--- config.mk ---
export PLATFORM = sky130hd
export DESIGN_NAME = muldiv_unit
export DESIGN_NICKNAME = d
export VERILOG_FILES = /design/src/rtl/muldiv_pkg.sv /design/src/rtl/muldiv_divider.sv /design/src/rtl/muldiv_unit.sv
export SDC_FILE = /design/constraint.sdc
export NUM_CORES = 1
export LEC_CHECK = 0
export CAP_MARGIN = 25
export CORE_ASPECT_RATIO = 0.75
export CORE_MARGIN = 4
export CORE_UTILIZATION = 40
export DETAILED_ROUTE_END_ITERATION = 10
export PLACE_DENSITY_LB_ADDON = 0.12
export SLEW_MARGIN = 10
export SYNTH_ARGS = -nofsm -noshare
export SYNTH_HDL_FRONTEND = slang
export SYNTH_SLANG_ARGS = --single-unit
--- constraint.sdc ---
create_clock -name clk -period 11.9 [get_ports clk]
set_clock_uncertainty 0.05 [all_clocks]
set_input_delay 2.38 -clock clk [delete_from_list [all_inputs] [get_ports clk]]
set_output_delay 2.38 -clock clk [all_outputs]
set_load 0.02 [all_outputs]
--- src/rtl/muldiv_pkg.sv ---
// Shared constants for the iterative RV32M multiply/divide unit:
// funct3 operation codes, FSM state encoding and the iteration count.
package muldiv_pkg;

  localparam logic [2:0] F3_MUL    = 3'b000;
  localparam logic [2:0] F3_MULH   = 3'b001;
  localparam logic [2:0] F3_MULHSU = 3'b010;
  localparam logic [2:0] F3_MULHU  = 3'b011;
  localparam logic [2:0] F3_DIV    = 3'b100;
  localparam logic [2:0] F3_DIVU   = 3'b101;
  localparam logic [2:0] F3_REM    = 3'b110;
  localparam logic [2:0] F3_REMU   = 3'b111;

  localparam logic [1:0] ST_IDLE = 2'd0;
  localparam logic [1:0] ST_CALC = 2'd1;
  localparam logic [1:0] ST_DONE = 2'd2;

  localparam int ITER_CNT = 32;

endpackage

--- src/rtl/muldiv_divider.sv ---
// One restoring-division step on unsigned magnitudes: shift the next dividend
// bit into the partial remainder, subtract the divisor, keep it if non-negative.
module muldiv_divider #(
  parameter int XLEN = 32
) (
  input  logic [XLEN-1:0] rem,
  input  logic [XLEN-1:0] quo,
  input  logic [XLEN-1:0] divisor,
  output logic [XLEN-1:0] rem_next,
  output logic [XLEN-1:0] quo_next
);

  logic [XLEN:0] rem_sh;
  logic [XLEN:0] diff;

  // rem < divisor always holds, so a non-negative diff fits in XLEN bits
  always_comb begin
    rem_sh = {rem, quo[XLEN-1]};
    diff   = rem_sh - {1'b0, divisor};
    if (diff[XLEN]) begin
      rem_next = rem_sh[XLEN-1:0];
      quo_next = {quo[XLEN-2:0], 1'b0};
    end else begin
      rem_next = diff[XLEN-1:0];
      quo_next = {quo[XLEN-2:0], 1'b1};
    end
  end

endmodule

--- src/rtl/muldiv_unit.sv ---
// Iterative RV32M multiply/divide unit (32-cycle shift-add / restoring divide).
// Define MULDIV_DIV_EN to include the divider; otherwise divide ops return 0.
module muldiv_unit
  import muldiv_pkg::*;
#(
  parameter int XLEN = 32
) (
  input  logic            clk,
  input  logic            rst,
  input  logic            start,
  input  logic [2:0]      funct3,
  input  logic [XLEN-1:0] op_a,
  input  logic [XLEN-1:0] op_b,
  output logic            busy,
  output logic            done,
  output logic            stall,
  output logic [XLEN-1:0] result
);

  localparam logic [XLEN-1:0] INT_MIN = {1'b1, {(XLEN-1){1'b0}}};

  logic [1:0]        state_q;
  logic [4:0]        cnt_q;
  logic [2:0]        f3_q;
  logic              neg_a_q;
  logic              neg_b_q;
  logic [XLEN-1:0]   mcand_q;
  logic [2*XLEN-1:0] acc_q;
  logic [XLEN-1:0]   result_q;

  logic              sgn_a, sgn_b, neg_a, neg_b;
  logic [XLEN-1:0]   abs_a, abs_b;
  logic              special;
  logic [XLEN-1:0]   special_res;
  logic [XLEN:0]     mul_sum;
  logic [2*XLEN-1:0] mul_next;
  logic [2*XLEN-1:0] acc_next;
  logic [2*XLEN-1:0] prod_fix;
  logic [XLEN-1:0]   calc_res;

  function automatic logic [XLEN-1:0] cneg(input logic [XLEN-1:0] v, input logic n);
    return n ? -v : v;
  endfunction

  function automatic logic [2*XLEN-1:0] cneg_wide(input logic [2*XLEN-1:0] v, input logic n);
    return n ? -v : v;
  endfunction

  // Operand decode: signedness, magnitudes and the cases that skip iteration
  always_comb begin
    sgn_a = (funct3 == F3_MULH) || (funct3 == F3_MULHSU) ||
            (funct3 == F3_DIV)  || (funct3 == F3_REM);
    sgn_b = (funct3 == F3_MULH) || (funct3 == F3_DIV) || (funct3 == F3_REM);
    neg_a = sgn_a & op_a[XLEN-1];
    neg_b = sgn_b & op_b[XLEN-1];
    abs_a = cneg(op_a, neg_a);
    abs_b = cneg(op_b, neg_b);
    special     = 1'b0;
    special_res = '0;
`ifdef MULDIV_DIV_EN
    if (funct3[2] && (op_b == '0)) begin
      special     = 1'b1;
      special_res = funct3[1] ? op_a : '1;
    end else if (((funct3 == F3_DIV) || (funct3 == F3_REM)) &&
                 (op_a == INT_MIN) && (op_b == '1)) begin
      special     = 1'b1;
      special_res = funct3[1] ? '0 : INT_MIN;
    end
`else
    special = funct3[2];
`endif
  end

  // acc holds {partial product hi, multiplier} or {remainder, dividend/quotient}
  always_comb begin
    mul_sum  = {1'b0, acc_q[2*XLEN-1:XLEN]} + {1'b0, (acc_q[0] ? mcand_q : {XLEN{1'b0}})};
    mul_next = {mul_sum, acc_q[XLEN-1:1]};
  end

`ifdef MULDIV_DIV_EN
  logic [XLEN-1:0] div_rem_next, div_quo_next;

  muldiv_divider #(.XLEN(XLEN)) u_divider (
    .rem      (acc_q[2*XLEN-1:XLEN]),
    .quo      (acc_q[XLEN-1:0]),
    .divisor  (mcand_q),
    .rem_next (div_rem_next),
    .quo_next (div_quo_next)
  );

  always_comb begin
    acc_next = f3_q[2] ? {div_rem_next, div_quo_next} : mul_next;
    prod_fix = cneg_wide(acc_next, neg_a_q ^ neg_b_q);
    if (!f3_q[2])
      calc_res = (f3_q == F3_MUL) ? prod_fix[XLEN-1:0] : prod_fix[2*XLEN-1:XLEN];
    else if (f3_q[1])
      calc_res = cneg(acc_next[2*XLEN-1:XLEN], neg_a_q);
    else
      calc_res = cneg(acc_next[XLEN-1:0], neg_a_q ^ neg_b_q);
  end
`else
  always_comb begin
    acc_next = mul_next;
    prod_fix = cneg_wide(acc_next, neg_a_q ^ neg_b_q);
    calc_res = (f3_q == F3_MUL) ? prod_fix[XLEN-1:0] : prod_fix[2*XLEN-1:XLEN];
  end
`endif

  // FSM: IDLE accepts, CALC iterates ITER_CNT times, DONE presents the result
  always_ff @(posedge clk) begin
    if (rst) begin
      state_q  <= ST_IDLE;
      cnt_q    <= '0;
      f3_q     <= '0;
      neg_a_q  <= 1'b0;
      neg_b_q  <= 1'b0;
      mcand_q  <= '0;
      acc_q    <= '0;
      result_q <= '0;
    end else begin
      case (state_q)
        ST_IDLE: begin
          if (start) begin
            f3_q    <= funct3;
            neg_a_q <= neg_a;
            neg_b_q <= neg_b;
            mcand_q <= abs_b;
            acc_q   <= {{XLEN{1'b0}}, abs_a};
            cnt_q   <= '0;
            if (special) begin
              result_q <= special_res;
              state_q  <= ST_DONE;
            end else begin
              state_q  <= ST_CALC;
            end
          end
        end
        ST_CALC: begin
          acc_q <= acc_next;
          cnt_q <= cnt_q + 5'd1;
          if (cnt_q == 5'(ITER_CNT - 1)) begin
            result_q <= calc_res;
            state_q  <= ST_DONE;
          end
        end
        ST_DONE: state_q <= ST_IDLE;
        default: state_q <= ST_IDLE;
      endcase
    end
  end

  assign busy   = (state_q == ST_CALC);
  assign done   = (state_q == ST_DONE);
  assign stall  = start & ~done;
  assign result = result_q;

endmodule

==> results.toml <==
[status]
status = "complete, no violations"

[power]
leakagePower_nw = 4.48
p_comb_share_pct = 23.5
p_clk_share_pct = 39.0
ir_drop_uv = 105
netSwitchingFraction_pct = 32.3
powerDensity_mw_per_mm2 = 112
switchingPower_mw = 0.446
internal-power_mw = 0.935
totalPowerFinal_mw = 1.38
sequentialPowerShare_pct = 37.5

[placed_design]
dpl-instance-area_mm2 = 0.0117
io_buffers = 104
hpwl_mm = 23.8
place.gp.congestion = 0.879
dpl.cell_count = 1741

[worst_hold_path]
min_path_type = "flop to flop"
min_from = "result[6]$_SDFFE_PP0P_"

[final_layout]
final_common_cell = "nor2_1"
stdcell_count = 1775
drive_gt1_share_pct = 6.05
layout.area.seq_mm2 = 0.00280
final_area_mm2 = 0.0123
finalNetCount = 1532
antenna_cells = 0
fillers = 2549
syn_to_final_growth_pct = 17.6
layout_common_cells = "nor2_1, dfxtp_1, nand2_1"
multi_input_area_mm2 = 0.00719

[sta]
period_needed_ns = 6.16
tightest_slew_ns = 0.980
setup_viol = 0
hold_violations = 0
drv_slew = 0
rsz0062_at_grt = "no"
timing.final.crit_share_pct = 51.7
max_freq_mhz = 162
relSlewSlack_pct = 34.6
final.setup.tns_ns = 0

[routing]
wl_met1_mm = 16.3
wl_met3_mm = 1.91
wl_per_cell_um = 18.2
top_layer = "met4"
antenna_left = 0
vias_per_cell = 5.85
totalWireLength_mm = 32.3
num_vias = 10400
first_pass_iters = 7
drt-initial-drc-count = 1010
drc = 0
wl_met2_mm = 13.8

[worst_setup_path]
path_max_fanout = 6
start_kind = "primary input"
critPathLaunch = "start"
required_ns = 9.47
end_kind = "output pin"
path_class = "primary input to output pin"
reg2reg_depth = 14
r2r-end = "result[28]$_SDFFE_PP0P_"
r2r_setup_slack_ns = 7.34
arrival_ns = 3.73
worstReg2RegStart = "acc_q[0]$_SDFFE_PP0P_"
crit_end = "stall"

[logic_synthesis]
synth_nets = 1484
synth_area_leaders = "dfxtp_1, xnor2_1, nor2_1"
synth_top_area_cell = "dfxtp_1"
synth.avg_cell_area_um2 = 7.60
yosys.area_share.simple_pct = 23.4
synth_ff_type = "dfxtp_1"
synth_compound_area_share_pct = 28.7
muxShareOfSynthArea_pct = 0.598
synth_top_family_by_area = "compound AO/OA/AOI/OAI gates"
yosysSeqAreaShare_pct = 26.8
synth-xor-area-share_pct = 11.2
async_reset_ff_share_pct = 0
syn_inst = 1376
syn_area_mm2 = 0.0105
synth_edf_count = 0
synth-seq-cells = 140
synth_top_area_share_pct = 26.8
yosysWarnings = 0
synthAdderAreaFrac_pct = 4.62
synth_cell_types = 90

[die]
io_pins = 105
core-area_mm2 = 0.0253
die_area_mm2 = 0.0288
rows = 50
die_h_um = 148
die_w_um = 195
initial_core_util_pct = 41.3

[cts]
cts.sinks = 140
clockRootBuffer = "clkbuf_16"
clkLatencyLatePin_ns = 0.44
cts_buffers = 17
htreeDepth = 4
cts_tree = "built"
cts_max_path_buffers = 2
hold_buffers = 0
cts_resized = 0
post_cts_buffers = 0
cts.clk_slew.worst_paths_ns = 0.06

[flow_run]
max-cap-violations = 0

[global_routing]
antenna_found_initial = 0
grt_pass1_wl_mm = 51.8
grt_max_degree = 77
grt-ovfl-total = 0
grt_use_total_pct = 21.8
grt_pass1_vias = 9485
==> Yosys cell counts, types with 12 or more instances <==
| master | instances |
|---|---|
| xnor2_1 | 73 |
| nor3_1 | 26 |
| inv_1 | 36 |
| and2_1 | 46 |
| a21oi_1 | 118 |
| a211oi_1 | 32 |
| clkbuf_1 | 73 |
| dfxtp_1 | 140 |
| o221ai_1 | 29 |
| nor2_1 | 170 |
| a22oi_1 | 43 |
| nor4_1 | 16 |
| or3_1 | 16 |
| xor2_1 | 59 |
| ha_1 | 37 |
| nand4_1 | 15 |
| o211ai_1 | 14 |
| a21o_1 | 16 |
| nand3_1 | 18 |
| o21ai_0 | 56 |
| nand2_1 | 133 |
| a31oi_1 | 16 |
| and3_1 | 12 |
==> layout make-up <==
class / count / area share, %
inverter: 37 / 1.13
multi-input combinational: 1112 / 58.5
clock inverter: 13 / 1.15
timing repair buffer: 116 / 9.40
tap: 338 / 3.44
clock buffer: 19 / 3.60
sequential: 140 / 22.8
==> through the flow <==
step	utilization, %	hold slack (ns)	setup slack, ns
global route	48.5	0.424	5.73
detailed placement	46.1	0.395	5.77
CTS	48.4	0.403	5.75
finish	48.5	0.401	5.74
floorplan	-	0.382	6.76
global placement	46.1	0.390	5.78
==> metal layers <==
layer | global-route usage [%] | vias up
li1 | - | 5165
met5 | 0 | -
met3 | 4.08 | 17
met2 | 31.8 | 290
met4 | 3.76 | 0
met1 | 33.7 | 4904
==> power groups by stage <==
stage                     Clock [mW]  Combinational [mW]  Sequential [mW]
final                          0.539               0.324            0.518
after global routing           0.570               0.359            0.521
after CTS                      0.549               0.318            0.520
after detailed placement           0               0.316            0.530
after global placement             0               0.313            0.529
after floorplan                    0               0.226            0.518
==> kinds of logic after synthesis <==
logic type | count (synthesis)
fa+ha+maj | 38
flops | 140
compound gates | 431
buf+inv | 124
mux | 6
simple gates | 504
xor+xnor | 133
==> registers in the layout, summed over array words and instances, names as in the netlist <==
signal	flops
mcand_q	32
f3_q	3
state_q	2
result	32
cnt_q	5
neg_b_q	1
neg_a_q	1
acc_q	64
==> worst max-delay path, cell delays in order <==
cell             delay [ns]
clkdlybuf4s50_1        0.57
nor2b_1                0.17
clkdlybuf4s50_1        0.61
==> how the worst min path moves through the flow <==
stage | end | slack, ns | cells past startpoint
after floorplan | mcand_q[0]$_SDFFE_PP0P_ | 0.38 | 2
after global placement | result[14]$_SDFFE_PP0P_ | 0.39 | 2
after detailed placement | result[5]$_SDFFE_PP0P_ | 0.40 | 2
after CTS | result[5]$_SDFFE_PP0P_ | 0.40 | 2
after global routing | result[5]$_SDFFE_PP0P_ | 0.42 | 2
final | result[6]$_SDFFE_PP0P_ | 0.40 | 2
Power figures use the tool's default switching activity.
